File: src/rtl/pito_loader_if.sv
// Command, stream, memory-write and core-control bundle between a host and pito_loader.
// Latency: none; this is wiring only.
// Backpressure: the loader (slave) drives cmd_ready and s_ready; the host (master) must hold offers until accepted.
interface pito_loader_if #(
  parameter int DATA_W = 32,
  parameter int ADDR_W = 10
);
  // load command
  logic              cmd_valid;
  logic              cmd_ready;
  logic              cmd_target;
  logic [ADDR_W-1:0] cmd_base;
  logic [ADDR_W:0]   cmd_len;
  // program word stream
  logic              s_valid;
  logic              s_ready;
  logic [DATA_W-1:0] s_data;
  // instruction / data memory write ports
  logic              imem_w_en;
  logic [ADDR_W-1:0] imem_addr;
  logic [DATA_W-1:0] imem_data;
  logic              dmem_w_en;
  logic [ADDR_W-1:0] dmem_addr;
  logic [DATA_W-1:0] dmem_data;
  // core control and status
  logic              start;
  logic              stop;
  logic              core_rst_n;
  logic              core_program;
  logic              busy;
  logic              done;
  logic              err;

  modport master (
    output cmd_valid, cmd_target, cmd_base, cmd_len, s_valid, s_data, start, stop,
    input  cmd_ready, s_ready, imem_w_en, imem_addr, imem_data,
           dmem_w_en, dmem_addr, dmem_data, core_rst_n, core_program, busy, done, err
  );

  modport slave (
    input  cmd_valid, cmd_target, cmd_base, cmd_len, s_valid, s_data, start, stop,
    output cmd_ready, s_ready, imem_w_en, imem_addr, imem_data,
           dmem_w_en, dmem_addr, dmem_data, core_rst_n, core_program, busy, done, err
  );
endinterface

File: src/rtl/pito_loader.sv
// Loads a word stream into instruction or data memory, then sequences the core out of reset.
// Latency: each accepted stream word appears on the memory write port one cycle later; done rides with the last write.
// Backpressure: cmd_ready only in IDLE, s_ready only in LOAD; no internal buffering, so words are written as they arrive.
module pito_loader #(
  parameter int DATA_W   = 32,
  parameter int ADDR_W   = 10,
  parameter int DEPTH    = 1024,
  parameter int RST_HOLD = 4
) (
  input logic         rv32_io_clk,
  input logic         rv32_io_rst,
  pito_loader_if.slave bus
);

  localparam int                HOLD_W    = (RST_HOLD > 1) ? $clog2(RST_HOLD) : 1;
  localparam logic [HOLD_W-1:0] HOLD_LAST = HOLD_W'(RST_HOLD - 1);
  localparam logic [ADDR_W+1:0] DEPTH_W   = (ADDR_W+2)'(DEPTH);

  typedef enum logic [1:0] {
    IDLE    = 2'd0,
    LOAD    = 2'd1,
    RELEASE = 2'd2,
    RUN     = 2'd3
  } state_t;

  state_t            state_q, state_d;
  logic              tgt_q, tgt_d;
  logic [ADDR_W-1:0] base_q, base_d;
  logic [ADDR_W:0]   len_q, len_d;
  logic [ADDR_W:0]   cnt_q, cnt_d;
  logic [HOLD_W-1:0] hold_q, hold_d;
  logic              err_q, err_d;
  logic              done_q, done_d;
  logic              iw_en_q, iw_en_d;
  logic [ADDR_W-1:0] iaddr_q, iaddr_d;
  logic [DATA_W-1:0] idata_q, idata_d;
  logic              dw_en_q, dw_en_d;
  logic [ADDR_W-1:0] daddr_q, daddr_d;
  logic [DATA_W-1:0] ddata_q, ddata_d;

  logic [ADDR_W+1:0] cmd_end;
  logic              cmd_bad;
  logic [ADDR_W-1:0] wr_addr;
  logic [ADDR_W:0]   cnt_inc;

  // Command legality and the address of the word currently being accepted.
  always_comb begin
    cmd_end = {2'b00, bus.cmd_base} + {1'b0, bus.cmd_len};
    cmd_bad = (bus.cmd_len == '0) || (cmd_end > DEPTH_W);
    wr_addr = base_q + cnt_q[ADDR_W-1:0];
    cnt_inc = cnt_q + (ADDR_W+1)'(1);
  end

  // Next-state and registered-output logic; write strobes default low so they only follow a handshake.
  always_comb begin
    state_d = state_q;
    tgt_d   = tgt_q;
    base_d  = base_q;
    len_d   = len_q;
    cnt_d   = cnt_q;
    hold_d  = hold_q;
    err_d   = err_q;
    done_d  = 1'b0;
    iw_en_d = 1'b0;
    iaddr_d = iaddr_q;
    idata_d = idata_q;
    dw_en_d = 1'b0;
    daddr_d = daddr_q;
    ddata_d = ddata_q;

    case (state_q)
      IDLE: begin
        // A command beats a simultaneous start.
        if (bus.cmd_valid) begin
          if (cmd_bad) begin
            err_d = 1'b1;
          end else begin
            err_d   = 1'b0;
            tgt_d   = bus.cmd_target;
            base_d  = bus.cmd_base;
            len_d   = bus.cmd_len;
            cnt_d   = '0;
            state_d = LOAD;
          end
        end else if (bus.start) begin
          hold_d  = '0;
          state_d = RELEASE;
        end
      end

      LOAD: begin
        if (bus.s_valid) begin
          if (tgt_q) begin
            dw_en_d = 1'b1;
            daddr_d = wr_addr;
            ddata_d = bus.s_data;
          end else begin
            iw_en_d = 1'b1;
            iaddr_d = wr_addr;
            idata_d = bus.s_data;
          end
          cnt_d = cnt_inc;
          // Leaving LOAD on the last word keeps the address from running past base+len-1.
          if (cnt_inc == len_q) begin
            done_d  = 1'b1;
            state_d = IDLE;
          end
        end
      end

      RELEASE: begin
        if (bus.stop) begin
          state_d = IDLE;
        end else if (hold_q == HOLD_LAST) begin
          state_d = RUN;
        end else begin
          hold_d = hold_q + HOLD_W'(1);
        end
      end

      RUN: begin
        if (bus.stop) begin
          state_d = IDLE;
        end
      end

      default: state_d = IDLE;
    endcase
  end

  // State and output registers with synchronous reset; reset also discards any partial load.
  always_ff @(posedge rv32_io_clk) begin
    if (rv32_io_rst) begin
      state_q <= IDLE;
      tgt_q   <= 1'b0;
      base_q  <= '0;
      len_q   <= '0;
      cnt_q   <= '0;
      hold_q  <= '0;
      err_q   <= 1'b0;
      done_q  <= 1'b0;
      iw_en_q <= 1'b0;
      iaddr_q <= '0;
      idata_q <= '0;
      dw_en_q <= 1'b0;
      daddr_q <= '0;
      ddata_q <= '0;
    end else begin
      state_q <= state_d;
      tgt_q   <= tgt_d;
      base_q  <= base_d;
      len_q   <= len_d;
      cnt_q   <= cnt_d;
      hold_q  <= hold_d;
      err_q   <= err_d;
      done_q  <= done_d;
      iw_en_q <= iw_en_d;
      iaddr_q <= iaddr_d;
      idata_q <= idata_d;
      dw_en_q <= dw_en_d;
      daddr_q <= daddr_d;
      ddata_q <= ddata_d;
    end
  end

  // Handshake readiness and core control decode straight from the state register.
  assign bus.cmd_ready    = (state_q == IDLE);
  assign bus.s_ready      = (state_q == LOAD);
  assign bus.busy         = (state_q != IDLE);
  assign bus.core_program = (state_q == LOAD);
  assign bus.core_rst_n   = (state_q == RUN);
  assign bus.done         = done_q;
  assign bus.err          = err_q;
  assign bus.imem_w_en    = iw_en_q;
  assign bus.imem_addr    = iaddr_q;
  assign bus.imem_data    = idata_q;
  assign bus.dmem_w_en    = dw_en_q;
  assign bus.dmem_addr    = daddr_q;
  assign bus.dmem_data    = ddata_q;

endmodule

File: src/flat_wrapper.sv
// flat-port wrapper written by rule: the top's interface ports become plain ports
module pito_loader_flat 
#(
  parameter int DATA_W   = 32,
  parameter int ADDR_W   = 10,
  parameter int DEPTH    = 1024,
  parameter int RST_HOLD = 4
)
  (rv32_io_clk, rv32_io_rst, bus_cmd_valid, bus_cmd_target, bus_cmd_base, bus_cmd_len, bus_s_valid, bus_s_data, bus_start, bus_stop, bus_cmd_ready, bus_s_ready, bus_imem_w_en, bus_imem_addr, bus_imem_data, bus_dmem_w_en, bus_dmem_addr, bus_dmem_data, bus_core_rst_n, bus_core_program, bus_busy, bus_done, bus_err);
  pito_loader_if #(.DATA_W(DATA_W), .ADDR_W(ADDR_W)) bus_i ();
  input logic rv32_io_clk;
  input logic rv32_io_rst;
  input wire logic [$bits(bus_i.cmd_valid)-1:0] bus_cmd_valid;
  input wire logic [$bits(bus_i.cmd_target)-1:0] bus_cmd_target;
  input wire logic [$bits(bus_i.cmd_base)-1:0] bus_cmd_base;
  input wire logic [$bits(bus_i.cmd_len)-1:0] bus_cmd_len;
  input wire logic [$bits(bus_i.s_valid)-1:0] bus_s_valid;
  input wire logic [$bits(bus_i.s_data)-1:0] bus_s_data;
  input wire logic [$bits(bus_i.start)-1:0] bus_start;
  input wire logic [$bits(bus_i.stop)-1:0] bus_stop;
  output wire logic [$bits(bus_i.cmd_ready)-1:0] bus_cmd_ready;
  output wire logic [$bits(bus_i.s_ready)-1:0] bus_s_ready;
  output wire logic [$bits(bus_i.imem_w_en)-1:0] bus_imem_w_en;
  output wire logic [$bits(bus_i.imem_addr)-1:0] bus_imem_addr;
  output wire logic [$bits(bus_i.imem_data)-1:0] bus_imem_data;
  output wire logic [$bits(bus_i.dmem_w_en)-1:0] bus_dmem_w_en;
  output wire logic [$bits(bus_i.dmem_addr)-1:0] bus_dmem_addr;
  output wire logic [$bits(bus_i.dmem_data)-1:0] bus_dmem_data;
  output wire logic [$bits(bus_i.core_rst_n)-1:0] bus_core_rst_n;
  output wire logic [$bits(bus_i.core_program)-1:0] bus_core_program;
  output wire logic [$bits(bus_i.busy)-1:0] bus_busy;
  output wire logic [$bits(bus_i.done)-1:0] bus_done;
  output wire logic [$bits(bus_i.err)-1:0] bus_err;
  assign bus_i.cmd_valid = bus_cmd_valid;
  assign bus_i.cmd_target = bus_cmd_target;
  assign bus_i.cmd_base = bus_cmd_base;
  assign bus_i.cmd_len = bus_cmd_len;
  assign bus_i.s_valid = bus_s_valid;
  assign bus_i.s_data = bus_s_data;
  assign bus_i.start = bus_start;
  assign bus_i.stop = bus_stop;
  assign bus_cmd_ready = bus_i.cmd_ready;
  assign bus_s_ready = bus_i.s_ready;
  assign bus_imem_w_en = bus_i.imem_w_en;
  assign bus_imem_addr = bus_i.imem_addr;
  assign bus_imem_data = bus_i.imem_data;
  assign bus_dmem_w_en = bus_i.dmem_w_en;
  assign bus_dmem_addr = bus_i.dmem_addr;
  assign bus_dmem_data = bus_i.dmem_data;
  assign bus_core_rst_n = bus_i.core_rst_n;
  assign bus_core_program = bus_i.core_program;
  assign bus_busy = bus_i.busy;
  assign bus_done = bus_i.done;
  assign bus_err = bus_i.err;
  pito_loader #(.DATA_W(DATA_W), .ADDR_W(ADDR_W), .DEPTH(DEPTH), .RST_HOLD(RST_HOLD)) u_core (.rv32_io_clk(rv32_io_clk), .rv32_io_rst(rv32_io_rst), .bus(bus_i));
endmodule
File: config.mk
export PLATFORM = sky130hd
export DESIGN_NAME = pito_loader_flat
export DESIGN_NICKNAME = d
export VERILOG_FILES = /design/src/rtl/pito_loader_if.sv /design/src/rtl/pito_loader.sv /design/src/flat_wrapper.sv
export SDC_FILE = /design/constraint.sdc
export NUM_CORES = 1
export LEC_CHECK = 0
export CAP_MARGIN = 20
export CORE_ASPECT_RATIO = 1.4
export CORE_MARGIN = 2
export CORE_UTILIZATION = 53
export DETAILED_ROUTE_END_ITERATION = 16
export PLACE_DENSITY_LB_ADDON = 0.2
export SYNTH_ARGS = -nofsm -noshare
export SYNTH_HDL_FRONTEND = slang
export SYNTH_SLANG_ARGS = --single-unit
File: constraint.sdc
create_clock -name rv32_io_clk -period 5.4 [get_ports rv32_io_clk]
set_input_delay 1.08 -clock rv32_io_clk [delete_from_list [all_inputs] [get_ports rv32_io_clk]]
set_output_delay 1.08 -clock rv32_io_clk [all_outputs]
set_load 0.01 [all_outputs]
==> qor.csv, run 1 <==
metric,value,unit
status,"finished, final reports clean",
Critical path origin,bus_cmd_len[0],
Worst Setup Start Kind,primary input,
number of hold violations in the final report,0,
synthesized net count,823,
Placer Congestion,0.866,
number of max-cap violations,0,
CP required,5.70,ns
crit-path cells,clkdlybuf4s50_1 -> ha_1 -> inv_1 -> fa_1 -> nand2b_1 -> a211oi_2 -> o211a_1 -> o21ai_1 -> mux2_2 -> a21oi_2 -> buf_4 -> nor2_1 -> o41a_1,
vias after detailed routing,5685,
worst flop-to-flop path endpoint,u_core.state_q[0],
worst slew pin tran,1.05,ns
maximum vdd drop,246,uV
final setup fails,0,
r2r setup slk,2.55,ns
"top cells by area, synth","dfxtp_1, nand2_1, a21oi_1",
Syn. warnings,0,
IO buf count,152,
worst reg2reg path startpoint,u_core.cnt_q[0],
drc violations,0,
DR vias/cell,5.58,
Synth top area share,42.5,%
die width,93.1,um
Total GRT Usage,26.3,%
unrepaired setup endpoints after global routing,false,
Worst Setup Path Type,in2reg,
fin nets,947,
hold_buf cts,0,
Resize count post-CTS,0,
Final TNS setup,0,ns
worst hold path type,reg2reg,
Overflow after GRT,0,
Synth Cell Area,0.00589,mm2
Met3 Wirelength,1.03,mm
router iterations before antenna repair,5,
largest net degree at the start of global routing,87,
Crit path depth,13,
number of global-route vias before repair,5464,
WL per Instance,15.4,um
Die Y,129,um
Leak Pwr,2.81,nW
layout cell share with drive strength beyond 1,5.70,%
worst skew pair latency,0.42,ns
"CTS clk-pin slew, worst paths",0.06,ns
Final Core Density,73.4,%
fin. max-slew vios,0,
slowest CP cell,clkdlybuf4s50_1,
cell taking the most area after synthesis,dfxtp_1,
initial antenna violation count,0,
Fmax,251,MHz
Rows,45,
"Area growth, synth to finish",35.4,%
top routing layer used,met4,
clk root buf,clkbuf_16,
H-tree depth,4,
Main synth FF type,dfxtp_1,
drt initial violations,281,
Inserted Diodes,0,
met2 wire length,7.89,mm
number of synthesized flops with an enable pin,0,
Worst Skew,0.00549,ns
M1 WL,6.14,mm
Gate Count Post-Synth,740,
Worst R2R Path Depth,9,
final antenna-violating net count,0,
WP buf/inv,3,
Routed WL,15.7,mm
"Design Area, Final",0.00797,mm2
critical path data arrival time,4.28,ns
total CTS buffers,17,
ys async rst share,0,%
sequential area share after synthesis,42.5,%
I/O Pins,153,
fin crit share,73.7,%
cell count after placement,986,
pre-CTS setup slack,1.01,ns
Avg Inst Size Synth,7.96,um2
minimum clock period,3.98,ns
Worst setup EP type,register,
core area,0.0109,mm2
Final Non-Filler Cells,1018,
CTS tree,yes,
first-pass GRT wire length,25.3,mm
cell family with most CP delay,compound AO/OA/AOI/OAI gates,
die area,0.0120,mm2
CP max stage delay,0.50,ns
Initial Util,54.2,%
synthesized flop and latch total,125,
pwr/cell area,293,mW/mm2
CP Capture Point,u_core.state_q[0],
clk buf depth,2,
DP Wirelength,11.0,mm
crit path max fanout,44,
synth unique cells,56,
clk sink count,125,
slew margin rel.,30.1,%
dpl cell area,0.00741,mm2
final worst slack,1.42,ns
Post-CTS Setup Inserts,0,
==> flip-flops by register name, indices dropped and copies added, names as in the netlist, 2 cells and up <==
name                  cells
u_core.bus.imem_data     32
u_core.base_q            10
u_core.bus.dmem_data     32
u_core.cnt_q             11
u_core.len_q             11
u_core.state_q            2
u_core.bus.imem_addr     10
u_core.hold_q             2
u_core.bus.dmem_addr     10
==> metal layers <==
metal | track usage (%) | up-vias
met5 | 0 | -
met4 | 13.2 | 0
met3 | 6.09 | 52
met2 | 47.0 | 237
met1 | 29.1 | 2625
li1 | - | 2771
==> power breakdown <==
| part | total, mW | leakage [nW] | switching (mW) | internal (mW) |
|---|---|---|---|---|
| logic | 0.293 | 1.54 | 0.158 | 0.136 |
| registers | 0.966 | 1.01 | 0.0185 | 0.947 |
| clock network | 1.08 | 0.266 | 0.439 | 0.641 |
==> stage by stage <==
stage | total power, mW | hold slack [ns]
global route | 2.42 | 0.468
floorplan | 1.15 | 0.457
finish | 2.34 | 0.454
detailed placement | 1.28 | 0.446
CTS | 2.35 | 0.455
global placement | 1.27 | 0.441
==> how the worst min path moves through the flow <==
stage                                 start  cells past startpoint                       to
finish              u_core.bus.imem_addr[6]                      2  u_core.bus.imem_addr[6]
global route        u_core.bus.imem_addr[6]                      2  u_core.bus.imem_addr[6]
CTS                 u_core.bus.imem_addr[6]                      2  u_core.bus.imem_addr[6]
detailed placement  u_core.bus.imem_data[0]                      2  u_core.bus.imem_data[0]
global placement    u_core.bus.dmem_data[8]                      2  u_core.bus.dmem_data[8]
floorplan                  u_core.base_q[0]                      2         u_core.base_q[0]
==> layout make-up <==
type,count,area [um2]
Inverter,21,78.8
Clock inverter,14,138
Sequential cell,125,2500
Clock buffer,18,429
Timing Repair Buffer,157,1560
Fill cell,806,2890
Multi-Input combinational cell,542,3090
Tap cell,141,176
==> worst min-delay path: stages (launching register included) <==
cell	delay, ns
dfxtp_1	0.31
nand2_1	0.05
a21oi_1	0.05
==> synthesized netlist by cell type, drive strengths merged, types with 5 or more instances <==
| cell | number |
|---|---|
| clkbuf | 44 |
| or3b | 19 |
| xor2 | 8 |
| xnor2 | 16 |
| a211oi | 8 |
| nor2 | 30 |
| mux2i | 7 |
| nand3 | 7 |
| nand2 | 177 |
| nor4 | 5 |
| a21oi | 116 |
| inv | 21 |
| nor3 | 16 |
| nor2b | 8 |
| buf | 8 |
| o21ai | 43 |
| a31oi | 9 |
| ha | 21 |
| nand2b | 10 |
| dfxtp | 125 |
==> placed cells by master (no fill, tap or decap), types with 3 or more instances in the layout <==
master	Yosys	final
clkinv_4	0	3
a31oi_1	9	9
or3_1	3	3
ha_1	21	21
xnor2_1	16	16
a21oi_1	114	114
nand3_1	6	6
nand2_1	177	177
or3b_1	19	19
xor2_1	8	8
nand2b_1	10	10
o21ai_1	16	16
clkinvlp_4	0	4
clkbuf_16	0	17
a211oi_1	6	6
buf_4	3	6
mux2i_1	7	7
and2_1	3	3
nor4_1	5	5
inv_6	0	4
dfxtp_1	125	125
o21ai_0	26	26
inv_1	20	20
clkdlybuf4s50_1	0	151
nor2b_1	8	7
a21o_1	3	3
a211o_1	3	3
nor3_1	16	16
nor2_1	30	30
==> kinds of logic after synthesis <==
kind of cell,after synthesis,share of synthesized area [%]
compound gates,200,19.6
xor+xnor,24,3.57
fa+ha+maj,23,5.14
buf+inv,73,5.14
flops,125,42.5
mux,8,1.38
simple gates,287,22.6
Power figures use the tool's default switching activity.
==> inputs of run 2 (changes only) <==
CORE_UTILIZATION = 49   (was 53)
clock period = 3.8 ns   (was 5.4 ns; I/O delays follow)
==> run 2 against run 1 <==
Net effect:
- combinational power up 48%
- register-to-register slack lost 1.6 ns
- critical path depth unchanged
- first-iteration DRC count is 4.6% lower
- count of clock-buffer cells in the layout increased by 1
- worst setup slack worse by 1.2 ns
- non-clock buffer count grew 7
- worst hold slack lost 0.0028 ns
- final area is 2.0% higher
- core utilization decreased by 4.2 points
- cell count increased by 1.2%
- total power increased by 52%
==> qor.csv, run 2 (synthesis gave the netlist of run 1 again) <==
metric,value,unit,change
DR vias/cell,5.46,,was 5.58
first-pass GRT wire length,25.4,mm,was 25.3 mm
H-tree depth,4,,unchanged
router iterations before antenna repair,5,,unchanged
Worst Setup Start Kind,primary input,,unchanged
fin nets,954,,was 947
Worst Setup Path Type,in2reg,,unchanged
Critical path origin,bus_cmd_len[0],,unchanged
layout cell share with drive strength beyond 1,6.46,%,was 5.70%
clk buf depth,2,,unchanged
worst reg2reg path startpoint,u_core.cnt_q[0],,unchanged
final worst slack,0.267,ns,was 1.42 ns
clk root buf,clkbuf_16,,unchanged
Worst Skew,0.00549,ns,about the same
multi-input combinational cell area,0.00309,mm2,about the same
fin. max-slew vios,0,,unchanged
final hold slack,0.451,ns,was 0.454 ns
minimum clock period,3.53,ns,
DP Wirelength,11.6,mm,was 11.0 mm
Tot Pwr,3.55,mW,was 2.34 mW
worst skew pair latency,0.41,ns,was 0.42 ns
worst flop-to-flop path endpoint,u_core.state_q[0],,unchanged
CP Capture Point,u_core.len_q[4],,was u_core.state_q[0]
critical path data arrival time,3.87,ns,was 4.28 ns
Total GRT Usage,24.1,%,was 26.3%
pre-CTS setup slack,-0.144,ns,was 1.01 ns
register share of total power,38.7,%,was 41.3%
clk sink count,125,,unchanged
maximum vdd drop,248,uV,was 246 uV
number of global-route vias before repair,5208,,was 5464
clock share of power,49.1,%,was 46.2%
Worst R2R Path Depth,9,,unchanged
"most common cell after layout, fill and taps aside",nand2_1,,unchanged
Post-CTS Setup Inserts,0,,unchanged
die width,96.7,um,was 93.1 um
total CTS buffers,17,,unchanged
"Area growth, synth to finish",38.0,%,was 35.4%
number of max-cap violations,0,,unchanged
r2r setup slk,0.98,ns,was 2.55 ns
IO buf count,152,,unchanged
Inserted Diodes,0,,unchanged
worst slew pin tran,0.890,ns,was 1.05 ns
final antenna-violating net count,0,,unchanged
vias after detailed routing,5623,,was 5685
Initial Util,50.1,%,was 54.2%
CTS tree,yes,,unchanged
slew margin rel.,40.7,%,was 30.1%
Placer Congestion,0.896,,was 0.866
CP required,4.14,ns,was 5.70 ns
cell count after placement,999,,was 986
filler instances,963,,was 806
Worst setup EP type,register,,unchanged
crit path max fanout,39,,was 44
pwr/cell area,436,mW/mm2,was 293 mW/mm2
Resize count post-CTS,0,,unchanged
WL per Instance,15.5,um,was 15.4 um
unrepaired setup endpoints after global routing,false,,unchanged
P_sw,0.823,mW,was 0.615 mW
final setup fails,0,,unchanged
number of hold violations in the final report,0,,unchanged
status,"finished, final reports clean",,unchanged
"CTS clk-pin slew, worst paths",0.06,ns,about the same
Sw Ratio,23.2,%,was 26.3%
Routed WL,16.0,mm,was 15.7 mm
worst hold path type,reg2reg,,unchanged
core area,0.0118,mm2,was 0.0109 mm2
hold_buf cts,0,,unchanged
Leak Pwr,2.90,nW,was 2.81 nW
Overflow after GRT,0,,unchanged
Final Non-Filler Cells,1030,,was 1018
die area,0.0129,mm2,was 0.0120 mm2
fin crit share,93.0,%,
Reg area,0.00250,mm2,unchanged
Die Y,134,um,was 129 um
Pint,2.73,mW,was 1.72 mW
initial antenna violation count,0,,unchanged
"commonest non-fill, non-tap cells in the layout","nand2_1, clkdlybuf4s50_1, dfxtp_1",,unchanged
drc violations,0,,unchanged
Gate power share,12.2,%,was 12.5%
drt initial violations,268,,was 281
Fmax,283,MHz,
Rows,47,,was 45
largest net degree at the start of global routing,81,,was 87
I/O Pins,153,,unchanged
-- run 2: metrics by stage --
| step | util (%) | area, um2 | setup TNS, ns |
|---|---|---|---|
| final | 69.1 | 8130 | 0 |
| after detailed placement | 63.7 | 7490 | -2.72 |
| after global placement | 63.7 | 7490 | -0.161 |
| after CTS | 69.1 | 8130 | 0 |
| after floorplan | - | 5890 | 0 |
| after global routing | 69.1 | 8130 | 0 |
-- run 2: power by group through the flow --
stage          sequential, mW  combinational, mW  clock, mW
5_1_grt                  1.38              0.471       1.82
3_3_place_gp             1.40              0.423          0
2_1_floorplan            1.40              0.238          0
6_report                 1.37              0.433       1.74
4_1_cts                  1.37              0.434       1.76
3_5_place_dp             1.40              0.431          0
-- run 2: critical path, stage by stage --
cell and delay (ns):
clkdlybuf4s50_1 0.50, ha_1 0.18, inv_1 0.05, fa_1 0.38
nand2b_1 0.19, a211oi_2 0.28, o21ai_1 0.14, xnor2_1 0.14
nor4_1 0.39, a21oi_2 0.14, buf_12 0.18, or3b_1 0.38
a21oi_1 0.15
-- run 2: worst min path at each step --
stage | start | end | slack (ns) | depth (start not counted)
global route | u_core.bus.dmem_data[22] | u_core.bus.dmem_data[22] | 0.47 | 2
CTS | u_core.bus.dmem_data[26] | u_core.bus.dmem_data[26] | 0.45 | 2
detailed placement | u_core.bus.dmem_data[26] | u_core.bus.dmem_data[26] | 0.45 | 2
floorplan | u_core.base_q[0] | u_core.base_q[0] | 0.46 | 2
global placement | u_core.bus.dmem_addr[5] | u_core.bus.dmem_addr[5] | 0.44 | 2
finish | u_core.bus.dmem_data[19] | u_core.bus.dmem_data[19] | 0.45 | 2
-- run 2: area by class of cell --
class / count / area share, %
multi-input cells: 542 / 38.1
inverters: 21 / 0.970
clock inverters: 12 / 2.39
flip-flops and latches: 125 / 30.8
repair buffers: 164 / 20.1
clock buffers: 19 / 5.45
well taps: 147 / 2.26
-- run 2: layer usage --
| layer | part of all wire, % | global-route usage (%) |
|---|---|---|
| met5 | 0 | 0 |
| met1 | 40 | 26.9 |
| met2 | 51 | 42.7 |
| met4 | 3.8 | 11.3 |
| met3 | 5.3 | 6.19 |
==> inputs of run 3 (changes only) <==
CORE_MARGIN = default   (was 2)
==> run 3 against run 2 <==
Net effect:
- first-iteration DRC count fell by 3.0%
- via count rose by 0.37%
- register-to-register slack improved by 0.03 ns
- largest cell class unchanged
- highest routed layer unchanged
- cell count barely moved
==> qor.csv, run 3 (synthesis gave the netlist of run 1 again) <==
metric,value,unit,change
H-tree depth,4,,unchanged
Worst setup EP type,register,,unchanged
slowest CP cell,clkdlybuf4s50_1,,unchanged
Worst Setup Path Type,in2reg,,unchanged
Die Y,132,um,was 134 um
die area,0.0125,mm2,was 0.0129 mm2
router iterations before antenna repair,5,,unchanged
fin crit share,96.0,%,was 93.0%
CP max stage delay,0.52,ns,was 0.50 ns
"Area growth, synth to finish",36.1,%,was 38.0%
worst skew pair latency,0.41,ns,about the same
M3 GR Usage,5.27,%,was 6.19%
I/O Pins,153,,unchanged
Resize count post-CTS,0,,unchanged
Overflow after GRT,0,,unchanged
Post-CTS Setup Inserts,0,,unchanged
slew margin rel.,40.8,%,was 40.7%
crit path max fanout,35,,was 39
clk buf depth,2,,unchanged
number of hold violations in the final report,0,,unchanged
cell count after placement,1000,,was 999
CP required,4.13,ns,was 4.14 ns
routing usage on met1,28.5,%,was 26.9%
status,"finished, final reports clean",,unchanged
clk sink count,125,,unchanged
final antenna-violating net count,0,,unchanged
"commonest non-fill, non-tap cells in the layout","nand2_1, clkdlybuf4s50_1, dfxtp_1",,unchanged
critical path data arrival time,3.98,ns,was 3.87 ns
crit-path cells,clkdlybuf4s50_1 -> ha_1 -> inv_1 -> fa_1 -> nand2b_1 -> a211oi_2 -> o21ai_1 -> xnor2_1 -> nor4_1 -> a21oi_2 -> buf_12 -> or3b_1 -> a21oi_1,,unchanged
Final Core Density,68.1,%,was 69.1%
first-pass GRT wire length,25.6,mm,was 25.4 mm
DR vias/cell,5.47,,was 5.46
hold_buf cts,0,,unchanged
Inserted Diodes,0,,unchanged
Fmax,274,MHz,was 283 MHz
maximum vdd drop,259,uV,was 248 uV
die width,94.7,um,was 96.7 um
largest net degree at the start of global routing,87,,was 81
WL per Instance,15.5,um,about the same
number of global-route vias before repair,5386,,was 5208
number of max-cap violations,0,,unchanged
final setup fails,0,,unchanged
drc violations,0,,unchanged
Rows,47,,unchanged
Total GRT Usage,26.1,%,was 24.1%
fin. max-slew vios,0,,unchanged
cell family with most CP delay,simple AND/OR/NAND/NOR gates,,unchanged
Initial Util,50.1,%,unchanged
vias after detailed routing,5644,,was 5623
Placer Congestion,0.971,,was 0.896
drt initial violations,260,,was 268
layout cell share with drive strength beyond 1,6.00,%,was 6.46%
Worst Skew,0.00763,ns,was 0.00549 ns
unrepaired setup endpoints after global routing,false,,unchanged
DP Wirelength,11.6,mm,about the same
worst slew pin tran,0.888,ns,was 0.890 ns
Most Crowded Layer GR,met2,,unchanged
Routed WL,16.0,mm,about the same
Worst Setup Start Kind,primary input,,unchanged
Final Non-Filler Cells,1031,,was 1030
clk root buf,clkbuf_16,,unchanged
fin nets,955,,was 954
core area,0.0118,mm2,unchanged
initial antenna violation count,0,,unchanged
"CTS clk-pin slew, worst paths",0.05,ns,was 0.06 ns
WP buf/inv,3,,unchanged
"most common cell after layout, fill and taps aside",nand2_1,,unchanged
met2 Use GR,45.4,%,was 42.7%
total CTS buffers,17,,unchanged
worst hold path type,reg2reg,,unchanged
minimum clock period,3.65,ns,was 3.53 ns
CTS tree,yes,,unchanged
IO buf count,152,,unchanged
pwr/cell area,401,mW/mm2,was 436 mW/mm2
Leak Pwr,2.84,nW,was 2.90 nW
filler instances,979,,was 963
-- run 3: area by class of cell --
class                   instances  area, um2  area share, %
inverters                      21       78.8          0.983
flip-flops and latches        125       2500           31.2
well taps                     147        184           2.29
multi-input cells             542       3090           38.6
repair buffers                165       1640           20.5
clock inverters                 6       38.8          0.484
clock buffers                  25        475           5.93
-- run 3: layer usage --
metal	part of all wire, %	wire length (um)
met4	4.9	780
met5	0	0
met1	39	6290
met3	5.7	911
met2	50	8040
-- run 3: worst paths after layout --
| path | startpoint | endpoint | slack [ns] | cells past startpoint |
|---|---|---|---|---|
| max reg2reg | u_core.cnt_q[0] | u_core.state_q[0] | 1.01 | 9 |
| min | u_core.bus.dmem_addr[6] | u_core.bus.dmem_addr[6] | 0.45 | 2 |
| max | bus_cmd_len[0] | u_core.tgt_q | 0.15 | 13 |
| min reg2reg | u_core.bus.dmem_addr[6] | u_core.bus.dmem_addr[6] | 0.45 | 2 |
-- run 3: worst reg2reg max path, stage by stage (launching register included) --
cell and delay (ns):
dfxtp_1 0.46, ha_1 0.31, nand3_4 0.12, or3_4 0.38
a211oi_2 0.15, o22ai_1 0.11, nor4_1 0.35, o2111ai_1 0.23
o21a_1 0.22, o41a_1 0.35
-- run 3: where the power goes --
| part | switching, mW | internal, mW | total [mW] |
|---|---|---|---|
| sequential | 0.0258 | 1.35 | 1.37 |
| clock | 0.541 | 0.860 | 1.40 |
| combinational | 0.229 | 0.208 | 0.438 |
-- run 3: metrics by stage --
step                cell area (um2)  TNS, ns  hold WS, ns  total power [mW]  setup slack (ns)
floorplan                      5890        0        0.457              1.64             0.664
global placement               7500        0        0.441              1.82           0.00761
detailed placement             7500    -5.22        0.446              1.83            -0.228
CTS                            8020        0        0.453              3.23             0.176
global route                   8020        0        0.471              3.34            0.0189
finish                         8020        0        0.451              3.21             0.151
